==> config.mk <==
export PLATFORM = sky130hd
export DESIGN_NAME = lsu_ctrl
export DESIGN_NICKNAME = d
export VERILOG_FILES = /design/src/rtl/lsu_pkg.sv /design/src/rtl/lsu_lane_align.sv /design/src/rtl/lsu_ctrl.sv
export SDC_FILE = /design/constraint.sdc
export NUM_CORES = 1
export LEC_CHECK = 0
export ABC_AREA = 1
export CAP_MARGIN = 20
export CORE_ASPECT_RATIO = 0.9
export CORE_UTILIZATION = 44
export CTS_BUF_LIST = sky130_fd_sc_hd__clkbuf_16
export CTS_CLUSTER_DIAMETER = 200
export DETAILED_ROUTE_END_ITERATION = 7
export HOLD_SLACK_MARGIN = 0.03
export PLACE_DENSITY = 0.89
export SYNTH_ARGS = -nofsm -noshare
export SYNTH_HDL_FRONTEND = slang
export SYNTH_SLANG_ARGS = --single-unit
==> constraint.sdc <==
create_clock -name i_clk -period 1.6 [get_ports i_clk]
set_clock_uncertainty 0.15 [all_clocks]
set_input_delay 0.16 -clock i_clk [delete_from_list [all_inputs] [get_ports i_clk]]
set_output_delay 0.16 -clock i_clk [all_outputs]
set_load 0.02 [all_outputs]
==> src/rtl/lsu_pkg.sv <==
// lsu_pkg: shared types and lane helpers for the load/store unit
package lsu_pkg;
    typedef enum logic [1:0] {SZ_BYTE, SZ_HALF, SZ_WORD, SZ_RSVD} lsu_size_e;
    typedef enum logic [2:0] {ST_IDLE, ST_READ, ST_WAIT, ST_WRITE, ST_RESP} lsu_state_e;
    localparam int WORD_BYTES = 4;

    function automatic logic is_misaligned(input lsu_size_e size, input logic [1:0] lane);
        return (size == SZ_RSVD) || (size == SZ_HALF && lane[0]) || (size == SZ_WORD && lane != 2'b00);
    endfunction

    function automatic logic [31:0] extract_load(input logic [31:0] word, input logic [1:0] lane,
                                                 input lsu_size_e size, input logic uns);
        logic [7:0]  w_b;
        logic [15:0] w_h;
        w_b = word[{lane, 3'b000} +: 8];
        w_h = lane[1] ? word[31:16] : word[15:0];
        return size == SZ_BYTE ? {{24{w_b[7] & ~uns}}, w_b} :
               size == SZ_HALF ? {{16{w_h[15] & ~uns}}, w_h} : word;
    endfunction

    function automatic logic [31:0] merge_store(input logic [31:0] word, input logic [31:0] wdata,
                                                input logic [1:0] lane, input lsu_size_e size);
        logic [31:0] w_mask;
        w_mask = (size == SZ_BYTE ? 32'h0000_00FF : size == SZ_HALF ? 32'h0000_FFFF : 32'hFFFF_FFFF)
                 << {lane, 3'b000};
        return (word & ~w_mask) | ((wdata << {lane, 3'b000}) & w_mask);
    endfunction
endpackage

==> src/rtl/lsu_lane_align.sv <==
// lsu_lane_align: combinational load lane extract/extend and sub-word store merge
module lsu_lane_align
    import lsu_pkg::*;
(
    input  logic [31:0] i_word,
    input  logic [31:0] i_wdata,
    input  logic [1:0]  i_lane,
    input  lsu_size_e   i_size,
    input  logic        i_unsigned,
    output logic [31:0] o_load,
    output logic [31:0] o_merge
);
    assign o_load  = extract_load(i_word, i_lane, i_size, i_unsigned);
    assign o_merge = merge_store(i_word, i_wdata, i_lane, i_size);
endmodule

==> src/rtl/lsu_ctrl.sv <==
// lsu_ctrl: load/store initiator turning sub-word requests into aligned word accesses.
// Define LSU_STATS_EN to add saturating load/store/error response counters.
module lsu_ctrl
    import lsu_pkg::*;
#(
    parameter int ADDR_W = 32,
    parameter int CNT_W  = 16
) (
    input  logic              i_clk,
    input  logic              i_rst_n,
    input  logic              i_req_valid,
    output logic              o_req_ready,
    input  logic              i_req_we,
    input  logic [1:0]        i_req_size,
    input  logic              i_req_unsigned,
    input  logic [ADDR_W-1:0] i_req_addr,
    input  logic [31:0]       i_req_wdata,
    output logic              o_rsp_valid,
    output logic [31:0]       o_rsp_rdata,
    output logic              o_rsp_err,
`ifdef LSU_STATS_EN
    output logic [CNT_W-1:0]  o_load_cnt,
    output logic [CNT_W-1:0]  o_store_cnt,
    output logic [CNT_W-1:0]  o_err_cnt,
`endif
    output logic [ADDR_W-1:0] o_A,
    output logic [31:0]       o_WD,
    output logic              o_WE,
    input  logic [31:0]       i_RD
);
    lsu_state_e  r_state;
    logic        r_we;
    lsu_size_e   r_size;
    logic        r_uns;
    logic [1:0]  r_lane;
    logic [31:0] r_wdata;
    logic [31:0] w_load;
    logic [31:0] w_merge;
    lsu_size_e   w_size;
    logic        w_mis;

    assign w_size      = lsu_size_e'(i_req_size);
    assign w_mis       = is_misaligned(w_size, i_req_addr[1:0]);
    assign o_req_ready = r_state == ST_IDLE;
    assign o_rsp_valid = r_state == ST_RESP;
    // Decoded from state so reset drops the write strobe without waiting for a clock
    assign o_WE        = r_state == ST_WRITE;

    lsu_lane_align u_align (
        .i_word    (i_RD),
        .i_wdata   (r_wdata),
        .i_lane    (r_lane),
        .i_size    (r_size),
        .i_unsigned(r_uns),
        .o_load    (w_load),
        .o_merge   (w_merge)
    );

    always_ff @(posedge i_clk or negedge i_rst_n) begin
        if (!i_rst_n) begin
            r_state     <= ST_IDLE;
            r_we        <= 1'b0;
            r_size      <= SZ_BYTE;
            r_uns       <= 1'b0;
            r_lane      <= 2'b00;
            r_wdata     <= '0;
            o_rsp_err   <= 1'b0;
            o_rsp_rdata <= '0;
            o_A         <= '0;
            o_WD        <= '0;
        end else begin
            case (r_state)
                ST_IDLE: if (i_req_valid) begin
                    r_we        <= i_req_we;
                    r_size      <= w_size;
                    r_uns       <= i_req_unsigned;
                    r_lane      <= i_req_addr[1:0];
                    r_wdata     <= i_req_wdata;
                    o_rsp_err   <= w_mis;
                    o_rsp_rdata <= '0;
                    if (w_mis) begin
                        r_state <= ST_RESP;
                    end else begin
                        o_A <= {i_req_addr[ADDR_W-1:2], 2'b00};
                        if (i_req_we && w_size == SZ_WORD) begin
                            o_WD    <= i_req_wdata;
                            r_state <= ST_WRITE;
                        end else begin
                            r_state <= ST_READ;
                        end
                    end
                end
                ST_READ: r_state <= ST_WAIT;
                ST_WAIT: begin
                    if (r_we) o_WD <= w_merge;
                    else o_rsp_rdata <= w_load;
                    r_state <= r_we ? ST_WRITE : ST_RESP;
                end
                ST_WRITE: r_state <= ST_RESP;
                default: r_state <= ST_IDLE;
            endcase
        end
    end

`ifdef LSU_STATS_EN
    always_ff @(posedge i_clk or negedge i_rst_n) begin
        if (!i_rst_n) begin
            o_load_cnt  <= '0;
            o_store_cnt <= '0;
            o_err_cnt   <= '0;
        end else if (r_state == ST_RESP) begin
            if (o_rsp_err) o_err_cnt <= o_err_cnt + CNT_W'(~&o_err_cnt);
            else if (r_we) o_store_cnt <= o_store_cnt + CNT_W'(~&o_store_cnt);
            else o_load_cnt <= o_load_cnt + CNT_W'(~&o_load_cnt);
        end
    end
`endif
endmodule
==> results.toml <==
[worst_setup_path]
path_max_fanout = 19
start_kind = "flop"
r2r_slack_ps = -240
path_class = "reg2reg"
end_kind = "flop"
crit_required_ps = 1820
cp_slowest_cell = "dfrtp_1"
worst_path_most_repeated_cell = "nand2_4"
path_cells = "nor2_4 > buf_4 > nand2_4 > buf_8 > buf_6 > o21ai_0 > nand2_4 > nand2_2"
crit_path_max_incr_delay_ps = 420
cp.arrival_ps = 2050
cp_top_family = "buffers and inverters"
path_buf_inv = 3

[routing]
ant_nets = 0
routed_via_density = 5.59
vias = 8603
route.detailed.wl_per_inst_um = 18.6
wl_um = 28700
remaining_drc_errors = 24
drt_iter0_drc = 1128
drtPass1Iterations = 8

[placement]
dpl.hpwl_um = 17700
dp_slack_ps = -321
globalplace.congestion = 0.957
numPortBuffers = 200

[sta]
hold_violations = 0
drv_slew = 0
setup_viol = 139
fin_crit_ps = 1840
tns_ps = -18450
fin_ws_ps = -236
fmax_mhz = 545
hold_ws_ps = 39.8
rsz0062_at_grt = "yes"
min_period_over_period = 1.15

[worst_hold_path]
hp-class = "in2async"

[yosys]
synth-async-reset-ratio = 1.00
synth_edf_count = 0
netlist_top_cells_count = "487 x nand2_1, 136 x dfrtp_1, 86 x nand3_1, 86 x nor2_1, 67 x o21ai_0"
yosys.cell_count.top_type = "nand2_1"
yosysWarnings = 0
synth_area_leaders = "dfrtp_1 46%, nand2_1 25%, nand3_1 5.9%, o21ai_0 4.6%, nor2_1 4.4%"
synth-seq-cells = 136
syn_inst = 1056
syn_area_per_cell_um2 = 6.95
synth-main-ff-cell = "dfrtp_1"
synth_cell_types = 26
ys_seq_area_frac = 0.464
synth_top_cell_by_area = "dfrtp_1"
yosysTopAreaCellShare = 0.464
synth_area_um2 = 7340

[cts]
clk_latency_ps = 430
cts_root_buf = "clkbuf_16"
clkTransAtPathRegs_ps = 60
cts_htree_levels = 4
cts-buffers-inserted = 17
cts.sinks = 136
cts_tree = "yes"
clockBufferDepth = 2

[global_route]
overflow = 0
grt_pass1_vias = 7961
antenna_found_initial = 0
grtUsageTotal = 0.309
grt_pass1_wl_um = 41400
grt_max_degree = 39

[die]
start_util = 0.452
rows = 44
die_area_um2 = 17200
die_x_um = 138
die_height_um = 124
io_pins = 203
coreArea_um2 = 16200

[run_status]
outcome = "complete, but fails checks"
violations = "design-rule violations, negative setup slack"

[power_and_ir_drop]
totalPowerFinal_w = 0.0241
cellPowerDensity_nw_per_um2 = 2060
p_sw_w = 0.0113
clockPowerShare = 0.152
power.internal_w = 0.0129
p_sw_frac = 0.467
leakagePower_nw = 6.19
ir_drop_mv = 1.35
power.combinational.fraction = 0.588
seqPwrFrac = 0.259

[cells_and_area]
drive_above_1_share = 0.229
fin_util = 0.721
n_fill_cell = 1155
layout.nets = 1422
diodes = 0
syn_to_final_growth_pct = 59.5

[job]
cap_violations = 0
-- sequential cells by signal (all words and copies together) (netlist names) --
| register | cells |
|---|---|
| o_A | 30 |
| r_size | 2 |
| r_wdata | 32 |
| r_uns | 1 |
| o_rsp_err | 1 |
| r_lane | 2 |
| o_rsp_rdata | 32 |
| r_we | 1 |
| o_WD | 32 |
| r_state | 3 |
-- metrics by stage --
| stage | cell area, um2 | std cells |
|---|---|---|
| floorplan | 7350 | 1057 |
| global placement | 9950 | 1473 |
| detailed placement | 9950 | 1473 |
| CTS | 10800 | 1524 |
| global route | 11700 | 1539 |
| finish | 11700 | 1539 |
-- layout make-up --
type,instances,area (um2),share of cell area
Clock buffer,17,425,0.0363
Tap cell,207,259,0.0221
Inverter,55,238,0.0203
Multi-Input combinational cell,808,4070,0.348
Sequential cell,136,3410,0.291
Timing Repair inverter,1,11.3,0.000962
Timing Repair Buffer,300,3180,0.272
Clock inverter,15,114,0.00973
-- power groups by stage --
stage | clock network [W] | registers [W] | logic, W
CTS | 0.00369 | 0.00604 | 0.0121
finish | 0.00367 | 0.00625 | 0.0142
global route | 0.00386 | 0.00642 | 0.0152
detailed placement | 0 | 0.00607 | 0.0116
floorplan | 0 | 0.00714 | 0.00552
global placement | 0 | 0.00606 | 0.0113
-- path summary, 6_finish.rpt --
kind | end | startpoint | depth (start not counted)
max in group asynchronous | r_wdata[2] | i_rst_n | 3
min in group i_clk | o_A[21] | i_req_addr[21] | 3
worst max-delay path | o_WD[3] | r_state[2] | 8
worst min register to register | o_WD[1] | o_WD[1] | 2
worst max register to register | o_WD[3] | r_state[2] | 8
worst min-delay path | o_WD[27] | i_rst_n | 2
-- layout by cell type (no fill, tap or decap), types with 9 or more instances in the layout --
cell type,count
a21oi_1,34
buf_12,17
buf_4,56
buf_6,12
clkbuf_16,27
clkdlybuf4s50_1,101
dfrtp_1,134
dlygate4sd2_1,95
inv_1,47
nand2_1,364
nand2_2,82
nand2_4,44
nand3_1,82
nand4_1,9
nor2_1,73
nor2_2,9
nor2_4,12
o21ai_0,44
o21ai_1,28
-- kinds of logic (layout without fill, tap and decap cells) --
logic type | count (synthesis) | after routing | synth area share
DFF | 136 | 136 | 0.464
buffers and inverters | 113 | 388 | 0.0723
and+or+nand+nor | 683 | 683 | 0.376
other | 1 | 2 | 0.000511
AOI/OAI and AO/OA | 123 | 123 | 0.0872
-- repair_timing --
item                       4_1_cts  5_1_grt
gates cloned                     6       11
buffers inserted                12        6
hold buffers                     1        0
setup endpoints to repair      232      139
hold endpoints to repair       136        0
gates resized for setup        162      217
pin swaps                       13       70
-- layer usage --
| layer | track usage | vias up | share of wire |
|---|---|---|---|
| met5 | 0 | - | 0 |
| met2 | 0.491 | 620 | 0.47 |
| met1 | 0.396 | 3985 | 0.37 |
| met4 | 0.131 | 0 | 0.043 |
| met3 | 0.0854 | 122 | 0.12 |
| li1 | - | 3876 | - |
(Power assumes the default switching activity.)
